--- src/rtl/barcode_pkg.sv ---
// barcode_pkg: shared states and constants for the barcode receiver
package barcode_pkg;
   typedef enum logic [2:0] {IDLE, MEAS, WAIT_FALL, SAMPLE, DONE} bc_state_t;
   localparam int ID_W = 8;
   localparam logic [1:0] RSV_OK = 2'b00;
endpackage

--- src/rtl/bc_sync.sv ---
// bc_sync: two-flop synchronizer plus history flop with edge detect
module bc_sync (
   input  logic clk,
   input  logic rst,
   input  logic bc,
   output logic bc_s,
   output logic fall,
   output logic rise
);
   logic s1, hist;
   always_ff @(posedge clk)
      if (rst) {s1, bc_s, hist} <= 3'b111;
      else {s1, bc_s, hist} <= {bc, s1, bc_s};
   assign fall = ~bc_s & hist;
   assign rise = bc_s & ~hist;
endmodule

--- src/rtl/barcode_rx.sv ---
// barcode_rx: self-timed serial barcode decoder producing a sticky station ID
module barcode_rx
   import barcode_pkg::*;
#(
   parameter int CNT_W = 22,
   parameter int NBITS = 8
) (
   input  logic            clk,
   input  logic            rst,
   input  logic            BC,
   input  logic            clr_ID_vld,
   output logic [ID_W-1:0] ID,
   output logic            ID_vld
);
   localparam int BW = $clog2(NBITS + 1);
   localparam logic [CNT_W-1:0] TMAX = '1;
   bc_state_t state, state_nxt;
   logic [CNT_W-1:0] timer, timer_nxt, timer_inc, period, period_nxt;
   logic [BW-1:0] bit_cnt, bit_cnt_nxt;
   logic [ID_W-1:0] shift, shift_nxt, id_nxt;
   logic vld_nxt, bc_s, fall, rise, tmo;
   bc_sync u_sync (.clk(clk), .rst(rst), .bc(BC), .bc_s(bc_s), .fall(fall), .rise(rise));
   assign tmo = timer == TMAX;
   assign timer_inc = tmo ? timer : timer + 1'b1;
   always_ff @(posedge clk)
      if (rst) begin
         state   <= IDLE;
         timer   <= '0;
         period  <= '0;
         bit_cnt <= '0;
         shift   <= '0;
         ID      <= '0;
         ID_vld  <= 1'b0;
      end else begin
         state   <= state_nxt;
         timer   <= timer_nxt;
         period  <= period_nxt;
         bit_cnt <= bit_cnt_nxt;
         shift   <= shift_nxt;
         ID      <= id_nxt;
         ID_vld  <= vld_nxt;
      end
   always_comb begin
      state_nxt   = state;
      timer_nxt   = timer;
      period_nxt  = period;
      bit_cnt_nxt = bit_cnt;
      shift_nxt   = shift;
      id_nxt      = ID;
      vld_nxt     = ID_vld & ~clr_ID_vld;
      case (state)
         IDLE:
            if (fall) begin
               state_nxt   = MEAS;
               timer_nxt   = '0;
               bit_cnt_nxt = '0;
            end
         MEAS:
            if (tmo) state_nxt = IDLE;
            else if (rise) begin
               period_nxt = timer;
               state_nxt  = WAIT_FALL;
            end else if (!bc_s) timer_nxt = timer_inc;
         WAIT_FALL:
            if (tmo) state_nxt = IDLE;
            else if (fall) begin
               timer_nxt = '0;
               state_nxt = SAMPLE;
            end else timer_nxt = timer_inc;
         SAMPLE:
            if (tmo) state_nxt = IDLE;
            else begin
               timer_nxt = timer_inc;
               if (timer == period) begin
                  shift_nxt   = {shift[ID_W-2:0], bc_s};
                  bit_cnt_nxt = bit_cnt + 1'b1;
                  state_nxt   = (bit_cnt_nxt == BW'(NBITS)) ? DONE : WAIT_FALL;
               end
            end
         DONE: begin
            state_nxt = IDLE;
            if (shift[ID_W-1 -: 2] == RSV_OK) begin
               id_nxt  = shift;
               vld_nxt = 1'b1;
            end
         end
         default: state_nxt = IDLE;
      endcase
   end
endmodule

--- config.mk ---
export PLATFORM = sky130hd
export DESIGN_NAME = barcode_rx
export DESIGN_NICKNAME = d
export VERILOG_FILES = /design/src/rtl/barcode_pkg.sv /design/src/rtl/bc_sync.sv /design/src/rtl/barcode_rx.sv
export SDC_FILE = /design/constraint.sdc
export NUM_CORES = 1
export LEC_CHECK = 0
export CAP_MARGIN = 30
export CORE_ASPECT_RATIO = 0.5
export CORE_MARGIN = 4
export CORE_UTILIZATION = 30
export CTS_CLUSTER_DIAMETER = 60
export CTS_CLUSTER_SIZE = 30
export DETAILED_ROUTE_END_ITERATION = 16
export GPL_ROUTABILITY_DRIVEN = 0
export HOLD_SLACK_MARGIN = 0.06
export REMOVE_ABC_BUFFERS = 1
export SLEW_MARGIN = 0
export SYNTH_ARGS = -nofsm -noshare
export SYNTH_HDL_FRONTEND = slang
export SYNTH_SLANG_ARGS = --single-unit
--- constraint.sdc ---
create_clock -name clk -period 6.1 [get_ports clk]
set_input_delay 1.22 -clock clk [delete_from_list [all_inputs] [get_ports clk]]
set_output_delay 1.22 -clock clk [all_outputs]
set_load 0.02 [all_outputs]
==> out/metrics.cfg <==
[run_status]
status=finished clean

[power_and_ir_drop]
p_leak_nw=1.51
ir_worst_vdd_uv=135
power_density_nw_per_um2=270

[worst_setup_path]
crit_family=simple AND/OR/NAND/NOR gates
cp-start-kind=flop
required_ps=6340
reg2reg_to=bit_cnt[3]$_SDFFE_PP0P_
critPathBufInv=0
path_cells=ha_1, and4_1, nand4_1, or2_1, nand3_2, a21oi_1, a311oi_1
max_stage_delay_ps=470
crit_cells=7
slowest_stage=dfxtp_1
worst_ep_arrival_time_ps=2750
reg2reg_depth=7
crit_fanout=13
end_kind=flop
timing_worst_setup_path_type=flop to flop
regToRegSetupSlack_ps=3590
rr_startpoint=timer[0]$_SDFFE_PP0P_

[synthesis]
yosysTopAreaCell=dfxtp_1
ys.warnings.count=0
ys_seq_area_share_pct=41.1
ys_types=48
synthArstFlopShare_pct=0
synth_area_um2=3460
synth_edf_count=0
synth-seq-cells=71
synth_cells=388
synth_common_cells=dfxtp_1, nor2_1, mux2i_1
synth_ff_type=dfxtp_1
synth_most_common_cell=dfxtp_1
postSynthAreaPerCell_um2=8.91
synth.area.top_cells=dfxtp_1, mux2i_1, nor2_1, xnor2_1, a21oi_1
synth_top_area_share_pct=41.1

[route]
drt_iter0_markers=206
ant_nets=0
wl_per_cell_um=13.3
wirelength_um=7130
dr.pass1.iters=5
drc=0
via_count=2637
viasPerCell=4.93

[cells_and_area]
n_antenna_cell=0
layout.nets=391
multi_input_comb_area_um2=1850
stdcell_count=535
postLayoutCoreUtil_pct=35.1
drive_above_1_share_pct=7.95
seq_area_um2=1420
area_delta_synth_final_pct=12.9
fillers=1136

[min_path]
min_from=u_sync.s1$_SDFF_PP1_
hp-class=flop to flop
min_path_cells=1
whs_endpoint=u_sync.bc_s$_SDFF_PP1_

[clock_network]
ctsHoldBuffers=0
post_cts_resized=0
root_buffer=clkbuf_16
cts_tree=done
cts_buffer_depth=2
cts_sinks=71
htree_levels=3
numCtsBuffers=9
clk_pin_slew_worst_paths_ps=60
cts_setup_buffers=0
clk_latency_ps=330

[global_route]
grt_util_all_layers_pct=11.3
grt_pass1_wl_um=12300
antenna_found_initial=0
grt_pass1_vias=2495
grt_max_degree=49
grt_overflow=0

[place]
pre_cts_ws_ps=3370
port-buffer-count=12
dp.final_hpwl_um=4640
dp_cells=519

[sta]
layout_min_cycle_time_ps=2510
rsz0062_at_grt=no
setup_viol=0
drv_slew=0
hold_viol=0
tightest_slew_ps=673
fmax_mhz=398
slew_headroom_pct=55.1
final.setup.tns_ps=0
final.period_utilization_pct=41.1
skew_ps=5.68
worst_slack_ps=3590

[floorplan]
core_area_um2=11100
die_area_um2=13400
rows=27
ioPinCount=13
die_h_um=83.9
initial_core_util_pct=31.1
fp.dieW_um=160

[job]
drv_cap=0

registers in the layout (all words and copies together) (netlist names):
name         cells
state            3
shift            8
ID               8
timer           22
period          22
bit_cnt          4
u_sync.hist      1
ID_vld           1
u_sync.bc_s      1
u_sync.s1        1
layout make-up:
cell class | instances | area share, %
Multi-Input combinational cell | 287 | 47.5
Sequential cell | 71 | 36.4
Clock buffer | 10 | 6.12
Tap cell | 145 | 4.65
Timing Repair Buffer | 14 | 3.43
Clock inverter | 6 | 1.73
Inverter | 2 | 0.192
routing by layer:
| metal | up-vias | GRT usage, % | routed length, um |
|---|---|---|---|
| li1 | 1363 | - | - |
| met4 | 0 | 3.12 | 64 |
| met2 | 39 | 16.9 | 3040 |
| met1 | 1229 | 15.3 | 3760 |
| met5 | - | 0 | 0 |
| met3 | 6 | 4.19 | 271 |
report_power, final:
part | switching (mW) | internal (mW)
registers | 0.00280 | 0.466
clock network | 0.204 | 0.329
logic | 0.0369 | 0.0165
total | 0.244 | 0.811
kinds of logic (layout without fill, tap and decap cells):
logic type | Yosys count | after routing | synth area share (%)
flops | 71 | 71 | 41.1
mux | 36 | 36 | 10.4
fa+ha+maj | 2 | 2 | 0.723
simple gates | 156 | 156 | 24.4
xor+xnor | 23 | 23 | 6.04
buf+inv | 30 | 32 | 5.28
compound gates | 70 | 70 | 12.0
worst register-to-register path, delay by kind of cell (launching register included):
| kind | cells | cell delay, ps |
|---|---|---|
| AND/OR/NAND/NOR | 4 | 1210 |
| flip-flops | 1 | 470 |
| AO/OA/AOI/OAI | 2 | 460 |
| adder cells (fa/ha/maj) | 1 | 280 |
layout by cell type (no fill, tap or decap), types with 3 or more instances in the layout:
| cell type | count |
|---|---|
| and3_1 | 10 |
| mux2i_1 | 36 |
| o21ai_0 | 8 |
| nand3_1 | 10 |
| clkdlybuf4s50_1 | 11 |
| nor3b_1 | 5 |
| or2_2 | 5 |
| a211oi_1 | 4 |
| dfxtp_1 | 71 |
| nand2_1 | 17 |
| o21ai_1 | 9 |
| nor3_1 | 6 |
| nand4b_1 | 6 |
| a21oi_1 | 30 |
| xnor2_1 | 22 |
| a31oi_1 | 7 |
| nand2b_1 | 5 |
| a311oi_1 | 3 |
| and4_1 | 5 |
| nor2_1 | 60 |
| nand4_1 | 8 |
| clkbuf_16 | 9 |
| nand3b_1 | 5 |
worst max-delay path by stage:
| stage | startpoint | to | slack (ps) |
|---|---|---|---|
| after detailed placement | rst | state[1]$_SDFFE_PP0P_ | 3370 |
| after global placement | rst | state[1]$_SDFFE_PP0P_ | 3370 |
| after floorplan | timer[0]$_SDFFE_PP0P_ | bit_cnt[2]$_SDFFE_PP0P_ | 3970 |
| after global routing | timer[0]$_SDFFE_PP0P_ | bit_cnt[0]$_SDFFE_PP0P_ | 3350 |
| final | timer[0]$_SDFFE_PP0P_ | bit_cnt[3]$_SDFFE_PP0P_ | 3590 |
| after CTS | ID[3]$_SDFFE_PP0P_ | ID[3] | 3580 |
stage by stage:
stage,area [um2],power (mW),hold WS (ps)
2_1_floorplan,3280,0.510,389
3_3_place_gp,3590,0.530,417
3_5_place_dp,3600,0.532,403
4_1_cts,3910,1.07,416
5_1_grt,3910,1.10,431
6_report,3910,1.06,414
Power figures use the tool's default switching activity.
